File: config.mk
export PLATFORM = sky130hd
export DESIGN_NAME = mod_regfile_write_arbiter
export DESIGN_NICKNAME = d
export VERILOG_FILES = /design/src/rtl/mod_regfile_write_arbiter.sv
export SDC_FILE = /design/constraint.sdc
export NUM_CORES = 1
export LEC_CHECK = 0
export ABC_AREA = 1
export BUFFER_PORTS_ARGS = -buffer_cell sky130_fd_sc_hd__clkbuf_2
export CELL_PAD_IN_SITES_DETAIL_PLACEMENT = 0
export CELL_PAD_IN_SITES_GLOBAL_PLACEMENT = 2
export CORE_MARGIN = 2
export CORE_UTILIZATION = 28
export CTS_CLUSTER_SIZE = 16
export DETAILED_ROUTE_END_ITERATION = 7
export GPL_TIMING_DRIVEN = 1
export PLACE_DENSITY_LB_ADDON = 0.1
export SLEW_MARGIN = 20
export SYNTH_ARGS = -nofsm -noshare
export SYNTH_HDL_FRONTEND = slang
export SYNTH_SLANG_ARGS = --single-unit
File: constraint.sdc
create_clock -name clk -period 2.75 [get_ports clk]
set_input_delay 0.1375 -clock clk [delete_from_list [all_inputs] [get_ports clk]]
set_output_delay 0.1375 -clock clk [all_outputs]
set_load 0.01 [all_outputs]
File: src/rtl/mod_regfile_write_arbiter.sv
// Register-file write-port arbiter: the writeback stage has fixed priority; multiply/divide
// results are buffered in a small FIFO and drained into idle write slots. A scoreboard of
// in-flight MD destinations drives the decode stall outputs.
module mod_regfile_write_arbiter #(
    parameter int unsigned MD_FIFO_DEPTH = 2,
    parameter int unsigned ADDR_W        = 5,
    parameter int unsigned DATA_W        = 32
) (
    input  logic              clk,
    input  logic              reset,
    input  logic              hold,
    input  logic              wb_valid,
    input  logic [ADDR_W-1:0] wb_addr,
    input  logic [DATA_W-1:0] wb_data,
    input  logic              md_issue,
    input  logic [ADDR_W-1:0] md_issue_addr,
    input  logic              md_valid,
    input  logic [ADDR_W-1:0] md_addr,
    input  logic [DATA_W-1:0] md_data,
    output logic              md_ready,
    input  logic [ADDR_W-1:0] read_address_1,
    input  logic [ADDR_W-1:0] read_address_2,
    output logic              stall_1,
    output logic              stall_2,
    output logic              sb_conflict,
    output logic              rf_write,
    output logic [ADDR_W-1:0] rf_write_address,
    output logic [DATA_W-1:0] rf_write_data
);

    localparam int unsigned PTR_W = (MD_FIFO_DEPTH > 1) ? $clog2(MD_FIFO_DEPTH) : 1;
    localparam int unsigned CNT_W = $clog2(MD_FIFO_DEPTH + 1);
    localparam int unsigned NREG  = 1 << ADDR_W;

    logic [ADDR_W-1:0] fifo_addr [MD_FIFO_DEPTH];
    logic [DATA_W-1:0] fifo_data [MD_FIFO_DEPTH];

    logic [PTR_W-1:0] wr_ptr_q, wr_ptr_d;
    logic [PTR_W-1:0] rd_ptr_q, rd_ptr_d;
    logic [CNT_W-1:0] count_q, count_d;
    // Bit 0 exists only to keep indexing simple; it is forced to zero and never read as set.
    logic [NREG-1:0]  pending_q, pending_d;

    logic wb_win;
    logic fifo_empty;
    logic push;
    logic pop;

    assign fifo_empty = (count_q == '0);
    assign md_ready   = (count_q < CNT_W'(MD_FIFO_DEPTH));
    // Reset gating keeps the write port quiet while reset is asserted, even if WB is driving.
    assign wb_win     = wb_valid & ~hold & ~reset & (wb_addr != '0);
    assign pop        = ~wb_win & ~hold & ~reset & ~fifo_empty;
    // Address-0 results complete the handshake but are dropped.
    assign push       = md_valid & md_ready & (md_addr != '0);

    // Write-port mux: WB first, then FIFO head, else idle with zeroed address/data.
    always_comb begin
        rf_write         = 1'b0;
        rf_write_address = '0;
        rf_write_data    = '0;
        if (wb_win) begin
            rf_write         = 1'b1;
            rf_write_address = wb_addr;
            rf_write_data    = wb_data;
        end else if (pop) begin
            rf_write         = 1'b1;
            rf_write_address = fifo_addr[rd_ptr_q];
            rf_write_data    = fifo_data[rd_ptr_q];
        end
    end

    // Decode stalls and WAW detection straight off the scoreboard.
    always_comb begin
        stall_1     = (read_address_1 != '0) & pending_q[read_address_1];
        stall_2     = (read_address_2 != '0) & pending_q[read_address_2];
        sb_conflict = wb_win & pending_q[wb_addr];
    end

    // FIFO pointer/count next state; simultaneous push and pop leave the count unchanged.
    always_comb begin
        wr_ptr_d = wr_ptr_q;
        rd_ptr_d = rd_ptr_q;
        count_d  = count_q;
        if (push) wr_ptr_d = wr_ptr_q + PTR_W'(1);
        if (pop)  rd_ptr_d = rd_ptr_q + PTR_W'(1);
        unique case ({push, pop})
            2'b10:   count_d = count_q + CNT_W'(1);
            2'b01:   count_d = count_q - CNT_W'(1);
            default: count_d = count_q;
        endcase
    end

    // Scoreboard next state; the set is applied after the clear so a same-address set wins.
    always_comb begin
        pending_d = pending_q;
        if (pop) pending_d[fifo_addr[rd_ptr_q]] = 1'b0;
        if (md_issue && (md_issue_addr != '0)) pending_d[md_issue_addr] = 1'b1;
        pending_d[0] = 1'b0;
    end

    // Control state register with asynchronous clear.
    always_ff @(posedge clk or posedge reset) begin
        if (reset) begin
            wr_ptr_q  <= '0;
            rd_ptr_q  <= '0;
            count_q   <= '0;
            pending_q <= '0;
        end else begin
            wr_ptr_q  <= wr_ptr_d;
            rd_ptr_q  <= rd_ptr_d;
            count_q   <= count_d;
            pending_q <= pending_d;
        end
    end

    // FIFO storage; contents are don't-care while the count marks them invalid.
    always_ff @(posedge clk) begin
        if (push) begin
            fifo_addr[wr_ptr_q] <= md_addr;
            fifo_data[wr_ptr_q] <= md_data;
        end
    end

endmodule

==> flow_summary_export.csv, run 1 <==
group,metric,value,unit
grt,grt-busiest-layer,"met2",
clocking,clk_latency,360,ps
placed_design,placed_area,7030,µm²
floorplanning,fp.dieH,152,µm
critical_path,end_kind,"primary output",
run_status,status,"finished clean",
critical_path,reg2reg_slack,800,ps
critical_path,crit_fanout,33,
hold_path,min_from,"md_issue",
cells_and_area,multi_input_area,2550,µm²
grt,grt_usage,17.5,%
cells_and_area,postLayoutCellArea,7720,µm²
cells_and_area,areaGrowthSynthToFinish,26.6,%
floorplanning,dieArea,23000,µm²
grt,grt_use_met3,3.14,%
floorplanning,num_io_pins,137,
clocking,root_buffer,"clkbuf_16",
sta,tightest_slew,569,ps
sta,report.final.setup_viol,0,
detailed_routing,wl_per_cell,15.9,µm
critical_path,crit_type,"input port to primary output",
critical_path,r2r_cells,8,
detailed_routing,drt_pass1_iterations,5,
logic_synthesis,synth_cell_types,32,
logic_synthesis,synth_top_cell_by_area,"edfxtp_1",
cells_and_area,drive_gt1_share,20.0,%
logic_synthesis,syn_area,6100,µm²
grt,grt_max_degree,39,
clocking,clockBufferDepth,2,
critical_path,slowest_delay,540,ps
logic_synthesis,syn_nets,885,
logic_synthesis,syn_avg_cell_area,7.73,µm²
clocking,path_clk_slew,70,ps
floorplanning,fp.dieW,152,µm
flow_run,drv_cap,0,
critical_path,r2r-start,"rd_ptr_q$_DFFE_PP0P_",
cells_and_area,layout.nets,1050,
clocking,cts_buffers,9,
placed_design,place_congestion,0.838,
clocking,cts_resized,0,
sta,finalHoldViolations,0,
power_and_ir_drop,p_per_area,820,nW/µm²
critical_path,cp.required,2610,ps
critical_path,cp-start-kind,"input port",
critical_path,path_cells,"dlygate4sd3_1 > clkbuf_2 > or2_1 > nor2_2 > nand2_4 > inv_2 > nand2_1 > inv_1 > nand2_1 > nand2_1 > clkbuf_2",
critical_path,r2r_end,"pending_q[11]$_DFF_PP0_",
floorplanning,rows,54,
grt,antenna_found_initial,0,
sta,slew_violations,0,
sta,slew_headroom,62.1,%
placed_design,dp_hpwl,14.3,mm
detailed_routing,drt-total-wl,19.7,mm
detailed_routing,vias,5708,
detailed_routing,drc,0,
logic_synthesis,ys_warn_count,0,
sta,final.setup.tns,0,ps
power_and_ir_drop,ir_drop,368,µV
logic_synthesis,synth_top_area_share,36.4,%
hold_path,hold_depth,3,
critical_path,cp.arrival,2150,ps
detailed_routing,via_per_inst,4.61,
placed_design,portBuffers,136,
sta,clock_skew,11.9,ps
sta,post-route-min-period,2290,ps
cells_and_area,nFillCells,2344,
sta,rsz0062_at_grt,"no",
clocking,h-tree-depth,3,
clocking,cts_tree,"done",
critical_path,path_delay_family,"buffers and inverters",
logic_synthesis,synthTopCellsByArea,"edfxtp_1, nand2_1, dfrtp_1",
detailed_routing,first_iter_violations,266,
critical_path,cpMostUsedCell,"nand2_1",
floorplanning,start_util,28.2,%
detailed_routing,antenna_left,0,
hold_path,min_to,"pending_q[4]$_DFF_PP0_",
cells_and_area,seq_area,3100,µm²
logic_synthesis,ys_seq_elements,109,
grt,overflow,0,
grt,use_met2,29.1,%
grt,grt_first_pass_wirelength,30.2,mm
power_and_ir_drop,leakagePower,3.70,nW
logic_synthesis,synthCells,789,
sta,period_share,83.1,%
critical_path,path_buf_inv,5,
critical_path,slowest_stage,"dlygate4sd3_1",
hold_path,min_path_type,"input port to flop",
grt,grt_pass1_vias,5522,
logic_synthesis,ys_seq_area_share,50.8,%
grt,use_met1,22.8,%
sta,clock.fmax,437,MHz
clocking,clock_sinks,109,
cells_and_area,num_antenna_cells,0,
floorplanning,fp.coreArea,21600,µm²
worst reg2reg max path: stages (launching register included):
cell     delay, ps
dfrtp_2        560
inv_4          330
nand2_1        170
o21ai_4        120
inv_2          140
nor2_8         190
nand2_1         80
o21ai_1        120
o21ai_0        110
area by class of cell:
| class | instances | area share [%] |
|---|---|---|
| clock inverters | 7 | 1.17 |
| multi-input cells | 577 | 33.0 |
| inverters | 75 | 3.73 |
| well taps | 280 | 4.54 |
| repair buffers | 182 | 14.5 |
| clock buffers | 9 | 2.92 |
| flip-flops and latches | 109 | 40.1 |
timing repair:
action | 4_1_cts | 5_1_grt
hold endpoints to repair | 108 | 0
setup buffers | 0 | 0
hold buffers | 38 | 0
worst max path at each step:
stage / startpoint / cells after the start / slack (ps) / to
after floorplan: count_q[1]$_DFFE_PP0P_ / 3 / 70 / fifo_addr[0][0]$_DFFE_PP_
after global placement: wb_addr[0] / 10 / 690 / sb_conflict
after detailed placement: wb_addr[0] / 10 / 680 / sb_conflict
after CTS: reset / 11 / 400 / sb_conflict
after global routing: reset / 11 / 260 / sb_conflict
final: reset / 11 / 460 / sb_conflict
cell usage in the layout (no fill, tap or decap), types with 4 or more instances in the layout:
cell type      Yosys  routed
clkbuf_16          0       9
o22ai_1            5       5
o21ai_1           37      37
buf_4              0       8
dlygate4sd3_1      0      38
nand3_1           67      67
nand2_1          392     392
edfxtp_1          74      74
inv_1             67      67
inv_2              5       5
nor2_4             2       4
o21ai_0           19      19
clkbuf_2           2     136
nor2_1            16      14
nor2_2             9       9
nor3_1             5       5
dfrtp_1           35      34
cell usage after synthesis (all sizes together):
cell type and n:
a21oi 1, a31oi 2, buf 17, clkbuf 11, clkinv 1, dfrtp 35, edfxtp 74, ha 1
inv 74, nand2 394, nand3 67, nand4 4, nor2 29, nor3 5, o211ai 3, o21ai 61
o22ai 5, or2 1, xnor2 1, xor2 3
where the power goes:
group          internal, mW  leakage, nW  switching, mW
Sequential             2.21         1.09          0.271
Clock                 0.731        0.156          0.657
Combinational         0.740         2.46           1.72
kinds of logic after synthesis:
group | Yosys count | synth area share (%)
simple gates | 500 | 33.9
flops | 109 | 50.8
buf+inv | 103 | 7.65
compound gates | 72 | 6.85
xor+xnor | 4 | 0.574
fa+ha+maj | 1 | 0.205
stage by stage:
| stage | power (mW) | util [%] | setup slack (ps) | std cells | hold slack (ps) |
|---|---|---|---|---|---|
| global placement | 4.94 | 32.5 | 691 | 1185 | 271 |
| global route | 6.82 | 35.7 | 262 | 1239 | 158 |
| CTS | 6.42 | 35.7 | 399 | 1239 | 124 |
| detailed placement | 4.98 | 32.5 | 677 | 1185 | 269 |
| floorplan | 4.04 | - | 69.5 | 789 | 236 |
| finish | 6.33 | 35.7 | 464 | 1239 | 124 |
flip-flops by register name (all words and copies together), names as in the netlist:
register / count
count_q: 2
wr_ptr_q: 1
fifo_data: 64
rd_ptr_q: 1
pending_q: 31
fifo_addr: 10
metal layers:
metal	vias up	routed length [µm]
met5	-	0
met4	0	615
met3	33	1080
met2	190	9300
met1	2627	8680
li1	2858	-
Note: power is estimated with default switching activity, not from simulation.
==> run 2, diff against run 1 <==
Clock period 2.75 ns to 2.1 ns, I/O delays scaled along.
==> run 2 against run 1 <==
Compared with the run above: first-iteration DRC count down 3.8%; setup slack worse by 290 ps; non-clock buffer count up 4; flip-flop and latch count did not move.
==> flow_summary_export.csv, run 2 (synthesis results as in run 1) <==
group,metric,value,unit
detailed_routing,first_iter_violations,256,
cells_and_area,post-route-util,36.1,%
detailed_routing,via_per_inst,4.56,
grt,grt_max_degree,39,
sta,post-route-min-period,1920,ps
cells_and_area,areaGrowthSynthToFinish,27.9,%
power_and_ir_drop,p_switching,3.47,mW
power_and_ir_drop,p_comb_share,38.9,%
detailed_routing,drt_pass1_iterations,4,
sta,clock.fmax,520,MHz
floorplanning,num_io_pins,137,
sta,slew_violations,0,
power_and_ir_drop,ir_drop,372,µV
critical_path,slowest_stage,"dfrtp_4",
critical_path,slowest_delay,600,ps
floorplanning,start_util,28.2,%
grt,overflow,0,
critical_path,crit_fanout,18,
cells_and_area,largest_reg_flops,64,
critical_path,startpoint,"rd_ptr_q$_DFFE_PP0P_",
power_and_ir_drop,p_clk_share,21.9,%
placed_design,place_congestion,0.839,
sta,fin_ws,176,ps
placed_design,portBuffers,136,
cells_and_area,layout.nets,1054,
cells_and_area,mostFrequentLayoutCells,"nand2_1, clkbuf_2, edfxtp_1",
floorplanning,rows,54,
detailed_routing,vias,5673,
critical_path,cp.required,2000,ps
placed_design,dp_hpwl,14.3,mm
critical_path,path_depth,6,
detailed_routing,drc,0,
hold_path,min_path_type,"input port to flop",
clocking,cts_buffers,9,
critical_path,path_delay_family,"flip-flops",
power_and_ir_drop,p_per_area,1070,nW/µm²
critical_path,path_buf_inv,3,
grt,antenna_found_initial,0,
critical_path,r2r-start,"rd_ptr_q$_DFFE_PP0P_",
clocking,cts_tree,"done",
detailed_routing,wl_per_cell,15.8,µm
power_and_ir_drop,seqPwrFrac,39.2,%
critical_path,worstSetupEndpoint,"rf_write_address[1]",
cells_and_area,num_antenna_cells,0,
clocking,clockBufferDepth,2,
sta,report.final.setup_viol,0,
floorplanning,fp.dieW,152,µm
cells_and_area,nFillCells,2347,
critical_path,cp.arrival,1820,ps
clocking,post_cts_buffers,0,
clocking,root_buffer,"clkbuf_16",
power_and_ir_drop,p_sw_share,41.6,%
sta,finalHoldViolations,0,
power_and_ir_drop,leakagePower,3.73,nW
cells_and_area,reg_top3,"fifo_data x64, pending_q x31, fifo_addr x10",
clocking,h-tree-depth,3,
sta,slew_headroom,64.5,%
detailed_routing,drt-total-wl,19.6,mm
clocking,clk_latency,360,ps
flow_run,drv_cap,0,
grt,grt_first_pass_wirelength,30.2,mm
cells_and_area,drive_gt1_share,20.2,%
critical_path,path_cells,"inv_4 > nand2_1 > o21ai_4 > inv_2 > o22ai_1 > clkbuf_2",
sta,period_share,91.6,%
critical_path,cp-start-kind,"flop",
placed_design,place_ws,275,ps
critical_path,end_kind,"primary output",
sta,tightest_slew,528,ps
clocking,clock_sinks,109,
sta,clock_skew,16.7,ps
critical_path,reg2reg_slack,290,ps
detailed_routing,antenna_left,0,
clocking,path_clk_slew,70,ps
grt,grt_pass1_vias,5579,
critical_path,r2r_cells,6,
floorplanning,dieArea,23000,µm²
cells_and_area,final_common_cell,"nand2_1",
run_status,status,"finished clean",
critical_path,crit_type,"flop to primary output",
floorplanning,fp.coreArea,21600,µm²
grt,grt_usage,17.7,%
power_and_ir_drop,p_int,4.87,mW
cells_and_area,regMostFlops,"fifo_data",
sta,rsz0062_at_grt,"no",
critical_path,r2r_end,"pending_q[17]$_DFF_PP0_",
sta,final.setup.tns,0,ps
floorplanning,fp.dieH,152,µm
==> run 2: how the worst min path moves through the flow <==
stage | slack (ps) | start | cells after the start | to
4_1_cts | 80 | md_issue | 3 | pending_q[3]$_DFF_PP0_
5_1_grt | 120 | md_issue | 3 | pending_q[7]$_DFF_PP0_
2_1_floorplan | 200 | md_addr[0] | 0 | fifo_addr[0][0]$_DFFE_PP_
6_report | 100 | md_issue | 3 | pending_q[3]$_DFF_PP0_
3_5_place_dp | 260 | reset | 3 | rd_ptr_q$_DFFE_PP0P_
3_3_place_gp | 250 | reset | 3 | rd_ptr_q$_DFFE_PP0P_
==> run 2: worst reg2reg max path, cell delays in order (launching register included) <==
cell,delay [ps]
dfrtp_4,600
nand2_1,160
o21ai_4,110
nor2_2,440
nand2_1,110
o21ai_1,120
o21ai_0,130
==> run 2: repair_timing <==
item,CTS,global route
endpoints found under the hold margin,109,0
setup endpoints to repair,0,3
hold buffers,38,0
resized for setup,0,2
==> run 2: per-stage QoR <==
stage | hold WS (ps) | cell area [µm²] | total power [mW] | instances
finish | 97.3 | 7800 | 8.34 | 1243
global route | 117 | 7800 | 8.98 | 1243
CTS | 82.8 | 7790 | 8.45 | 1243
detailed placement | 257 | 7100 | 6.55 | 1189
global placement | 247 | 7100 | 6.50 | 1189
floorplan | 204 | 6100 | 5.29 | 789
==> run 2: metal layers <==
layer,up-vias,GRT usage (%),share of wire (%)
met5,-,0,0
met1,2649,23.6,46
li1,2864,-,-
met4,0,7.87,2.4
met3,28,2.51,4.5
met2,132,28.5,47
==> run 2: final cells by class <==
type | count | area (µm²) | area share (%)
clock buffers | 9 | 225 | 2.89
well taps | 280 | 350 | 4.49
multi-input cells | 577 | 2550 | 32.7
inverters | 75 | 288 | 3.69
flip-flops and latches | 109 | 3100 | 39.8
repair buffers | 186 | 1190 | 15.3
clock inverters | 7 | 91.3 | 1.17
==> run 2: power groups by stage <==
stage	Sequential [mW]	Combinational, mW	Clock [mW]
finish	3.27	3.25	1.82
global placement	3.29	3.20	0
CTS	3.26	3.31	1.88
detailed placement	3.31	3.23	0
global route	3.34	3.68	1.96
floorplan	3.12	2.16	0
